## src/rtl/maxpool_2x2_stream_pkg.sv

```systemverilog
// Shared types and helpers for the 2x2 pooling path.
// The compare helper is reused by later pooling and ReLU stages.
package maxpool_2x2_stream_pkg;

  localparam int unsigned DefImgWidth  = 7;
  localparam int unsigned DefImgHeight = 7;
  localparam int unsigned DefDatawidth = 16;

  // Operands are widened to this size (sign- or zero-extended) before comparing.
  localparam int unsigned MaxDataW = 64;

  typedef logic [MaxDataW-1:0] cmp_word_t;

  // Parity of a column or row index inside a 2x2 window.
  typedef enum logic {
    PhaseEven = 1'b0,
    PhaseOdd  = 1'b1
  } pair_phase_e;

  // Counter width that stays legal for a one-entry range.
  function automatic int unsigned cnt_w(int unsigned n);
    return (n > 1) ? $clog2(n) : 1;
  endfunction

  // Max selector: 1 picks a, 0 picks b.
  function automatic logic max_sel_a(cmp_word_t a, cmp_word_t b, logic is_signed);
    if (is_signed) begin
      return $signed(a) > $signed(b);
    end
    return a > b;
  endfunction

endpackage

```

## src/rtl/maxpool_2x2_stream_if.sv

```systemverilog
// Pixel stream bundle between the convolution stage and the pooling stage.
interface maxpool_2x2_stream_if
  import maxpool_2x2_stream_pkg::*;
#(
  parameter int unsigned Datawidth = DefDatawidth
) ();

  logic                 Valid_IN;
  logic [Datawidth-1:0] In;
  logic                 Valid_OUT;
  logic [Datawidth-1:0] Out;
  logic                 Frame_Done;

  modport master (
    output Valid_IN,
    output In,
    input  Valid_OUT,
    input  Out,
    input  Frame_Done
  );

  modport slave (
    input  Valid_IN,
    input  In,
    output Valid_OUT,
    output Out,
    output Frame_Done
  );

endinterface

```

## src/rtl/maxpool_2x2_stream_pool_row_buffer.sv

```systemverilog
// Row of horizontal pair maxima: synchronous write, combinational read.
module maxpool_2x2_stream_pool_row_buffer
  import maxpool_2x2_stream_pkg::*;
#(
  parameter int unsigned Depth = 3,
  parameter int unsigned Width = DefDatawidth,
  parameter int unsigned AddrW = cnt_w(Depth)
) (
  input  logic             clk_i,
  input  logic             we_i,
  input  logic [AddrW-1:0] waddr_i,
  input  logic [Width-1:0] wdata_i,
  input  logic [AddrW-1:0] raddr_i,
  output logic [Width-1:0] rdata_o
);

  // No reset: every entry is written on an even row before the odd row reads it.
  logic [Width-1:0] mem_q [Depth];

  always_ff @(posedge clk_i) begin
    if (we_i) begin
      mem_q[waddr_i] <= wdata_i;
    end
  end

  assign rdata_o = mem_q[raddr_i];

endmodule

```

## src/rtl/maxpool_2x2_stream.sv

```systemverilog
// Streaming 2x2 / stride-2 max pool over a raster pixel stream.
// Even rows park pair maxima in the row buffer; odd rows combine and emit.
module maxpool_2x2_stream
  import maxpool_2x2_stream_pkg::*;
#(
  parameter int unsigned IMG_Width  = DefImgWidth,
  parameter int unsigned IMG_Height = DefImgHeight,
  parameter int unsigned Datawidth  = DefDatawidth,
  parameter bit          Signed     = 1'b0
) (
  input logic CLK,
  input logic CLR,
  maxpool_2x2_stream_if.slave bus
);

  localparam int unsigned COL_W  = cnt_w(IMG_Width);
  localparam int unsigned ROW_W  = cnt_w(IMG_Height);
  localparam int unsigned OUT_W  = IMG_Width / 2;
  localparam int unsigned OUT_H  = IMG_Height / 2;
  localparam int unsigned BUF_AW = cnt_w(OUT_W);

  localparam logic [COL_W-1:0] ColLast     = COL_W'(IMG_Width - 1);
  localparam logic [ROW_W-1:0] RowLast     = ROW_W'(IMG_Height - 1);
  localparam logic [COL_W-1:0] ColPairLast = COL_W'(2 * OUT_W - 1);
  localparam logic [ROW_W-1:0] RowPairLast = ROW_W'(2 * OUT_H - 1);
  localparam bit               WidthOdd    = (IMG_Width % 2) == 1;
  localparam bit               HeightOdd   = (IMG_Height % 2) == 1;

  logic [COL_W-1:0]     cot_q, cot_d;
  logic [ROW_W-1:0]     hang_q, hang_d;
  logic [Datawidth-1:0] hold_q, hold_d;
  logic [Datawidth-1:0] out_q, out_d;
  logic                 valid_q, valid_d;
  logic                 done_q, done_d;

  logic                 col_last, row_last;
  logic                 col_in, row_in;
  pair_phase_e          col_phase, row_phase;
  logic [Datawidth-1:0] pm, vmax;
  logic                 rb_we;
  logic [BUF_AW-1:0]    rb_addr;
  logic [Datawidth-1:0] rb_rdata;

  function automatic cmp_word_t ext(logic [Datawidth-1:0] v);
    cmp_word_t w;
    w = Signed ? {MaxDataW{v[Datawidth-1]}} : '0;
    w[Datawidth-1:0] = v;
    return w;
  endfunction

  assign col_last  = (cot_q == ColLast);
  assign row_last  = (hang_q == RowLast);
  // A trailing odd column/row is counted but never touches hold or the buffer.
  assign col_in    = !(WidthOdd && col_last);
  assign row_in    = !(HeightOdd && row_last);
  assign col_phase = pair_phase_e'(cot_q[0]);
  assign row_phase = pair_phase_e'(hang_q[0]);
  assign rb_addr   = BUF_AW'(cot_q >> 1);

  assign pm   = max_sel_a(ext(hold_q), ext(bus.In), Signed) ? hold_q : bus.In;
  assign vmax = max_sel_a(ext(rb_rdata), ext(pm), Signed) ? rb_rdata : pm;

  always_comb begin
    cot_d   = cot_q;
    hang_d  = hang_q;
    hold_d  = hold_q;
    out_d   = out_q;
    valid_d = 1'b0;
    done_d  = 1'b0;
    rb_we   = 1'b0;
    if (bus.Valid_IN) begin
      if (col_last) begin
        cot_d  = '0;
        hang_d = row_last ? '0 : hang_q + 1'b1;
      end else begin
        cot_d = cot_q + 1'b1;
      end
      if (col_in) begin
        unique case (col_phase)
          PhaseEven: hold_d = bus.In;
          PhaseOdd: begin
            if (row_in) begin
              unique case (row_phase)
                PhaseEven: rb_we = 1'b1;
                PhaseOdd: begin
                  out_d   = vmax;
                  valid_d = 1'b1;
                  done_d  = (cot_q == ColPairLast) && (hang_q == RowPairLast);
                end
                default: ;
              endcase
            end
          end
          default: ;
        endcase
      end
    end
  end

  always_ff @(posedge CLK or posedge CLR) begin
    if (CLR) begin
      cot_q   <= '0;
      hang_q  <= '0;
      hold_q  <= '0;
      out_q   <= '0;
      valid_q <= 1'b0;
      done_q  <= 1'b0;
    end else begin
      cot_q   <= cot_d;
      hang_q  <= hang_d;
      hold_q  <= hold_d;
      out_q   <= out_d;
      valid_q <= valid_d;
      done_q  <= done_d;
    end
  end

  maxpool_2x2_stream_pool_row_buffer #(
    .Depth (OUT_W),
    .Width (Datawidth),
    .AddrW (BUF_AW)
  ) u_row_buffer (
    .clk_i   (CLK),
    .we_i    (rb_we),
    .waddr_i (rb_addr),
    .wdata_i (pm),
    .raddr_i (rb_addr),
    .rdata_o (rb_rdata)
  );

  assign bus.Valid_OUT  = valid_q;
  assign bus.Out        = out_q;
  assign bus.Frame_Done = done_q;

endmodule

```

## src/flat_wrapper.sv

```systemverilog
// flat-port wrapper written by rule: the top's interface ports become plain ports
module maxpool_2x2_stream_flat import maxpool_2x2_stream_pkg::*;
#(
  parameter int unsigned IMG_Width  = DefImgWidth,
  parameter int unsigned IMG_Height = DefImgHeight,
  parameter int unsigned Datawidth  = DefDatawidth,
  parameter bit          Signed     = 1'b0
)
  (CLK, CLR, bus_Valid_IN, bus_In, bus_Valid_OUT, bus_Out, bus_Frame_Done);
  maxpool_2x2_stream_if #(.Datawidth(Datawidth)) bus_i ();
  input logic CLK;
  input logic CLR;
  input wire logic [$bits(bus_i.Valid_IN)-1:0] bus_Valid_IN;
  input wire logic [$bits(bus_i.In)-1:0] bus_In;
  output wire logic [$bits(bus_i.Valid_OUT)-1:0] bus_Valid_OUT;
  output wire logic [$bits(bus_i.Out)-1:0] bus_Out;
  output wire logic [$bits(bus_i.Frame_Done)-1:0] bus_Frame_Done;
  assign bus_i.Valid_IN = bus_Valid_IN;
  assign bus_i.In = bus_In;
  assign bus_Valid_OUT = bus_i.Valid_OUT;
  assign bus_Out = bus_i.Out;
  assign bus_Frame_Done = bus_i.Frame_Done;
  maxpool_2x2_stream #(.IMG_Width(IMG_Width), .IMG_Height(IMG_Height), .Datawidth(Datawidth), .Signed(Signed)) u_core (.CLK(CLK), .CLR(CLR), .bus(bus_i));
endmodule
```

## config.mk

```make
export PLATFORM = sky130hd
export DESIGN_NAME = maxpool_2x2_stream_flat
export DESIGN_NICKNAME = d
export VERILOG_FILES = /design/src/rtl/maxpool_2x2_stream_pkg.sv /design/src/rtl/maxpool_2x2_stream_if.sv /design/src/rtl/maxpool_2x2_stream_pool_row_buffer.sv /design/src/rtl/maxpool_2x2_stream.sv /design/src/flat_wrapper.sv
export SDC_FILE = /design/constraint.sdc
export NUM_CORES = 1
export LEC_CHECK = 0
export CORE_MARGIN = 4
export CORE_UTILIZATION = 52
export DETAILED_ROUTE_END_ITERATION = 8
export PLACE_DENSITY = 0.85
export REMOVE_ABC_BUFFERS = 1
export SLEW_MARGIN = 20
export SYNTH_ARGS = -nofsm -noshare
export SYNTH_HDL_FRONTEND = slang
export SYNTH_SLANG_ARGS = --single-unit
export TNS_END_PERCENT = 1
```

## constraint.sdc

```tcl
create_clock -name CLK -period 3.9 [get_ports CLK]
set_input_delay 0.78 -clock CLK [delete_from_list [all_inputs] [get_ports CLK]]
set_output_delay 0.78 -clock CLK [all_outputs]
set_load 0.02 [all_outputs]
```

==> results.txt, run 1 <==
The run gives 7229 um as the placed wire-length estimate. The number of antenna violations at the first check in global routing was 0; the area of the multi-input gates was 2176 sq um. By startpoint and endpoint, the worst setup path is classified as in -> reg. The number of buffers added by the clock tree synthesis step came out at 9. Counting the fill cells in the layout gives 532.

After detailed routing, the number of vias per cell comes to 6.024. Once placement completed, the tool counted placed cells totaling 569. The type of origin of the critical path is an input port. For the maximum VDD drop, the log shows 0.3459 mV.

For the worst setup path, the data required time is 4.12 ns. The tools report the total via count in the routed design as 3584. Of the available clock period, the critical path in the final layout requires 101.0%. For this run, the number of Yosys warnings is 0.

The worst slew slack as a fraction of its limit was 31.48%; the sequential standard cell area was 2442 sq um. For the combined area of all synthesized cells, the log shows 4441 sq um. The pre-CTS setup slack was -0.8469 ns; the async set-or-reset flop fraction in the synthesized netlist was 45.45%. The synthesized design contains 48 enable-type register cells. The type of the worst min-delay path is reg -> reg.

The congestion estimate from routability-driven global placement came to 0.8347. The worst setup path is captured at a flop. The insertion delay to the later sink of the worst-skew pair came out at 0.36 ns. The flow ran to the end, but the final reports show violations. Derived from the worst setup path, the maximum achievable clock frequency is 0.2538 GHz.

Vertical die dimension: 100.4 um. In this run the power density over the cells is 841.2 nW/um^2. The number of cells on the worst reg-to-reg path is 16. Minimum setup slack in the final design: -0.03935 ns. The critical path contains buffers and inverters numbering 5 combined. Count of mapped cells out of synthesis: 400. The number of levels in the clock H-tree is 3, and the number of hold-slack violations in the final timing report is 0.

TritonCTS built the clock tree. The total track usage came out at 24.00%. In this run the remaining antenna-violating nets after routing total 0.

In the layout the commonest cells are 76 x nand2_1, 48 x buf_4, 48 x edfxtp_1. The category of cells accounting for the largest share of critical-path delay was compound AO/OA/AOI/OAI gates. On the critical path, the stage with the largest delay is an instance of a2111o_1. The critical path goes through buf_4 -> inv_2 -> ha_4 -> nand4_4 -> nor4_4 -> o21ai_2 -> a31oi_4 -> buf_6 -> mux2i_4 -> inv_2 -> ha_1 -> nor2b_1 -> o211ai_1 -> a2111o_1 -> a31o_4 -> nand2_4 -> buf_8 -> o221ai_1.

The most common cell after layout, fill and taps aside was nand2_1. Max-cap check violation count: 0. Clock-pin slew was measured on the worst setup and hold paths at 0.08 ns. In this run the static leakage power is 0.002436 uW. The total congestion overflow after global routing is 0, and the via count of the first global-routing pass is 3485. Library cell occupying the most area in the post-synthesis netlist: edfxtp_1. The run gives 12540 um as the total wirelength of the detailed-routed design. Synthesis inferred 88 register bits.

The total clock sinks was 88. In this run, distinct cell masters in the synthesized netlist total 37. For the post-route worst hold slack, the log shows 0.5025 ns. At the worst endpoint, the arrival time is 4.15 ns. In this run the worst path has a maximum fanout of 7.

The worst path needs 3.939 ns of the cycle, external delays included. The critical path crosses 18 cells after its start point. Hold repair after CTS inserted 0 buffers. By area the synthesized netlist is led by edfxtp_1 32%, dfrtp_1 23%, ha_1 9.0%.

Across the routed clock network, the largest skew measured is 0.01272 ns. The number of cells in the finished layout apart from fillers is 595, and the share of final-layout standard cells stronger than drive strength 1 is 29.39%. Sequential elements use 55.00% of the synthesized area.

The count of pins over their slew limit is 0. During placement, the flow inserted port buffers numbering 36. The detailed-route wire length per cell is 21.08 um.

The die extent in x was 100.4 um. The floorplan step defined a die boundary enclosing 10080 sq um. The clock passes through at most 2 buffers. Once the floorplan was initialized, standard cells occupied 53.77% of the core. On the worst path, the slowest cell contributes a delay of 0.42 ns. After detailed routing, the number of remaining DRC violations is 0.

In this design, the critical path's most frequently occurring cell is inv_2. Compared with the post-synthesis result, the final layout area differs by 31.87%. The number of antenna diodes in the final layout is 0. The first-pass GRT wire length is 18330 um. Entering global routing, the biggest net connects 41 pins. Setup violations remaining at the end of the flow were counted as 2. The first detailed-routing pass took 5 iterations. The floorplan row count is 33.

The checks that failed: setup timing. In this run the standard cell core region covers 8258 sq um. During I/O placement, the number of pins put on the boundary was 37.

After the last flow step, the layout net total stands at 537. The synthesized area per cell is 11.10 sq um, and the area share of the leading cell type in the synthesized netlist is 32.46%. Cell at the root of the clock tree: clkbuf_8. The most used flip-flop cell after synthesis is edfxtp_1. The starting DRC count in detailed routing was 361; the count of cells along the worst hold path was 2. For the pin with the worst max-slew slack, the measured transition is 1.025 ns.
-- worst min-delay path, cell delays in order (launching register included) --
cell	delay (ns)
dfrtp_1	0.36
nand2_1	0.05
o221ai_1	0.06
-- layer usage --
| layer | track usage, % | wire length, um |
|---|---|---|
| met2 | 41.74 | 6406 |
| met3 | 5.003 | 796 |
| met5 | 0 | 0 |
| met4 | 7.565 | 398 |
| met1 | 29.98 | 4938 |
-- stage by stage --
step	utilization, %	cell area (sq um)	power, uW	setup TNS (ns)
3_5_place_dp	62.86	5191	3595	-12.74
4_1_cts	69.05	5702	4510	0
2_1_floorplan	-	4365	2728	-7.562
3_3_place_gp	62.86	5191	3501	-10.36
5_1_grt	70.91	5856	5165	-0.9944
6_report	70.91	5856	4926	-0.06238
-- final cells by class --
cell class | count | share of cell area, %
Tap cell | 105 | 2.244
Timing Repair Buffer | 90 | 13.33
Clock buffer | 11 | 2.244
Clock inverter | 4 | 0.8120
Multi-Input combinational cell | 258 | 37.16
Inverter | 39 | 2.500
Sequential cell | 88 | 41.71
-- Yosys cell counts (2+ instances only) --
master    count
nand4_1       5
nor2_1        9
nand3_1       6
nand2_1      79
a21oi_1      12
o221ai_1     14
inv_1        38
ha_1         32
dfrtp_1      40
clkbuf_1     10
nor2b_1       2
nor3_1        3
buf_2         2
mux2i_1      23
mux2i_2       9
o21ai_0      41
buf_1         2
nor4_1        3
a21o_1        4
o221ai_2      2
edfxtp_1     48
-- repair_timing --
action,in CTS,in global routing
setup endpoints to repair,16,16
buffers inserted,2,8
pin swaps,12,13
resized for setup,72,36
gates cloned,1,0
-- kinds of logic (layout without fill, tap and decap cells) --
logic type               after synthesis  in the layout  share of synthesized area, %
adder cells (fa/ha/maj)               32             32                         9.017
AO/OA/AOI/OAI                         81             81                         11.89
AND/OR/NAND/NOR                      112            112                         10.88
flip-flops                            88             88                         55.00
multiplexers                          33             33                         8.228
buffers and inverters                 54            144                         4.987
-- sequential cells by signal, summed over array words and instances (netlist names) --
| name | cells |
|---|---|
| u_core.cot_q | 3 |
| u_core.hang_q | 3 |
| u_core.bus.Valid_OUT | 1 |
| u_core.bus.Frame_Done | 1 |
| u_core.bus.Out | 16 |
| u_core.hold_q | 16 |
| u_core.u_row_buffer.mem_q | 48 |
-- final timing paths --
check / from / to / slack, ns
worst max-delay path: bus_In[15] / u_core.bus.Out[14] / -0.04
worst min-delay path: u_core.bus.Out[5] / u_core.bus.Out[5] / 0.50
worst max register to register: u_core.hold_q[15] / u_core.bus.Out[14] / 0.01
worst min register to register: u_core.bus.Out[5] / u_core.bus.Out[5] / 0.50
max in group asynchronous: CLR / u_core.bus.Out[9] / 2.62
min in group asynchronous: CLR / u_core.bus.Out[2] / 0.88
-- power by group --
part / switching, uW / total [uW] / internal (uW)
combinational: 1480 / 2750 / 1270
clock: 319 / 611 / 291
sequential: 261 / 1570 / 1310
total: 2060 / 4930 / 2870
(Power assumes the default switching activity.)
==> inputs of run 2 (changes only) <==
SLEW_MARGIN = 40   (was 20)
==> run 2 against run 1 <==
Compared with the run above:
- the run now ends clean
- register-to-register slack better by 0.08 ns
- clock power down 7.9%
- sequential share of layout area up 0.51 points
- count of clock-buffer cells in the layout unchanged
- total power down 2.9%
- critical path type unchanged
- largest cell class unchanged
- cell count down 0.67%
- cell area down 1.2%
- maximum frequency up 1.2%
- sequential power about the same
==> results.txt, run 2 (synthesis results as in run 1) <==
For the pin with the worst max-slew slack, the measured transition is 0.7313 ns. The vertical die dimension came out at 100.4 um. The stage delay of the slowest cell on the critical path was 0.40 ns; the full die area was 10080 sq um. For the number of buffers added by the clock tree synthesis step, the log shows 9.

Summed over all failing endpoints, the final setup total negative slack is 0 ns. The via count of the first global-routing pass was 3565; the highest clock rate was 0.2568 GHz. Post-route fraction of the period consumed by the critical path: 99.84%. The number of antenna violations at the first check in global routing is 0, and the minimum setup slack in the final design is 0.006082 ns. The capturing element type of the critical path is a flop.

Source of the worst register-to-register timing path: u_core.hold_q[15]. The H-tree was split into 3 levels. After the last flow step, the layout net total stands at 533.

The final route contains 3573 vias. By startpoint and endpoint, the worst setup path is classified as in -> reg. For this run, the total global-route usage over all layers was measured as 23.94%. Routability-driven placement finished with a final weighted congestion of 0.8347. TritonCTS built the clock tree. The I/O pin total came out at 37.

The placed wire-length estimate was 7327 um. Measured against its own limit, the worst slew margin works out to 50.95%. The first global-routing pass estimated 18220 um of wire.

The run gives 0.37 ns as the insertion delay to the later sink of the worst-skew pair. Dividing the detail-routed wire length by the instance count gives 20.92 um. In this run the critical register-to-register path is captured at u_core.bus.Out[12]. The tools report the cell at the root of the clock tree as clkbuf_8. The final setup violation count came out at 0.

Leaving out fill and tap cells, the most frequent cell in the layout is nand2_1. The pre-CTS setup slack is -0.8580 ns, and the count of pins over their slew limit is 0. The buffer depth of the longest clock path was 2. Setup repair after global routing could not meet its margin everywhere.

Cell repeated most along the worst path: ha_1. The slowest stage cell on the critical path is a2111o_1. The logs give 53.77% for the initial core utilization and 4.14 ns for the data required time of the worst path. The total wirelength of the detailed-routed design came out at 12360 um. The number of hold-slack violations in the final timing report came out at 0. Summed over all cells, the static leakage comes to 0.002424 uW. Dividing total power by cell area gives a power density of 826.7 nW/um^2. The via count normalized by instance count was 6.046. Clock tree synthesis found a total of 88 sinks. Compared with the post-synthesis result, the final layout area differs by 30.29%. The arrival time of the worst setup path is 4.13 ns, and the final setup skew is 0.01454 ns. The total overflow left after global routing is 0. The worst hold path passes through 2 cells. The worst register-to-register path has a depth of 16. In this run the tool buffered the top-level ports with 36 buffer cells. Once detail routing completed, the nets flagged for antenna violations numbered 0. The first routing iteration left 241 violations. For this run, the share of the core covered by cells in the final layout is 70.06%.

Entering global routing, the biggest net connects 41 pins. The tools report the startpoint of the lowest-slack hold path as u_core.bus.Out[2]. The post-route worst hold slack was 0.5122 ns; the clock transition time at the flip-flop clock pins of the worst setup and hold paths was 0.08 ns.

The run finished with clean final reports. The floorplan row count is 33, and the post-route minimum period is 3.894 ns. For the number of diodes added for antenna fixing, the log shows 0. Worst-case register-to-register setup slack: 0.09 ns.

The critical path goes through dlygate4sd2_1 -> inv_1 -> ha_1 -> nand3_2 -> nor4_4 -> o21ai_2 -> a31oi_4 -> buf_6 -> mux2i_4 -> inv_2 -> ha_1 -> nor2b_1 -> o211ai_1 -> a2111o_1 -> a31o_4 -> nand2_4 -> buf_4 -> o221ai_1. Type of origin of the critical path: an input port. The floorplan step defined a core boundary enclosing 8258 sq um. In this run the worst path has a maximum fanout of 4. The type of the worst min-delay path is reg -> reg. Measured along the x axis, the die boundary spans 100.4 um.

The number of flip-flops under the largest register name was 48. The first-pass detailed-route iteration total was 5; the DRC violation count after routing was 0. Grouping stages by cell kind, the critical path spends the most delay in compound AO/OA/AOI/OAI gates. The post-route netlist has 28.19% of its cells at a drive strength greater than 1. In the layout the commonest cells are 75 x nand2_1, 48 x edfxtp_1, 45 x buf_4.

Total buffers and inverters traversed by the critical path: 5. The register with the highest flop count was u_core.u_row_buffer.mem_q. For the maximum VDD drop, the log shows 0.4644 mV. The hold-critical path endpoint was u_core.bus.Out[2]. Max-cap violations in this run came to 0. Total power: 4783 uW.
## run 2: power by group
group | total, uW | switching [uW] | leakage [uW] | internal (uW)
registers | 1540 | 235 | 0.000942 | 1310
logic | 2680 | 1470 | 0.00140 | 1200
clock network | 563 | 321 | 0.0000850 | 242
total | 4780 | 2030 | 0.00242 | 2760
## run 2: stage by stage
stage / cells / cell area (sq um)
2_1_floorplan: 385 / 4365
3_3_place_gp: 569 / 5191
3_5_place_dp: 570 / 5209
4_1_cts: 589 / 5612
5_1_grt: 591 / 5786
6_report: 591 / 5786
## run 2: final cells by class
class	count	area, sq um
Fill cell	534	2472
Timing Repair Buffer	86	755.7
Clock buffer	11	141.4
Tap cell	105	131.4
Clock inverter	4	22.52
Inverter	39	146.4
Multi-Input combinational cell	258	2146
Sequential cell	88	2442
## run 2: layer usage
layer  up-vias  GRT usage [%]  part of all wire, %
met4         0          11.50                  3.2
met5         -              0                    0
li1       1584              -                    -
met3        40          5.351                  6.2
met1      1764          29.52                   40
met2       185          39.86                   51
## run 2: worst max path at each step
stage               startpoint                  to  slack (ns)  cells after the start
floorplan           bus_In[15]  u_core.bus.Out[10]       -0.48                     15
global placement    bus_In[15]   u_core.bus.Out[0]       -0.68                     17
detailed placement  bus_In[15]   u_core.bus.Out[3]       -0.86                     18
CTS                  bus_In[9]   u_core.bus.Out[9]       -0.02                     19
global route         bus_In[8]   u_core.bus.Out[8]       -0.11                     18
finish               bus_In[8]  u_core.bus.Out[12]       0.006                     18
## run 2: tightest hold or removal path, stage by stage (launching register included)
cell      delay, ns
dfrtp_1        0.36
nand2_1        0.05
o221ai_1       0.06
## run 2: repair_timing
item                                    4_1_cts  5_1_grt
pin swaps                                    13       12
cloned                                        1        0
endpoints found under the setup margin       16       16
gates resized for setup                      55       45
buffers inserted                              3        2
hold buffers                                  0        0
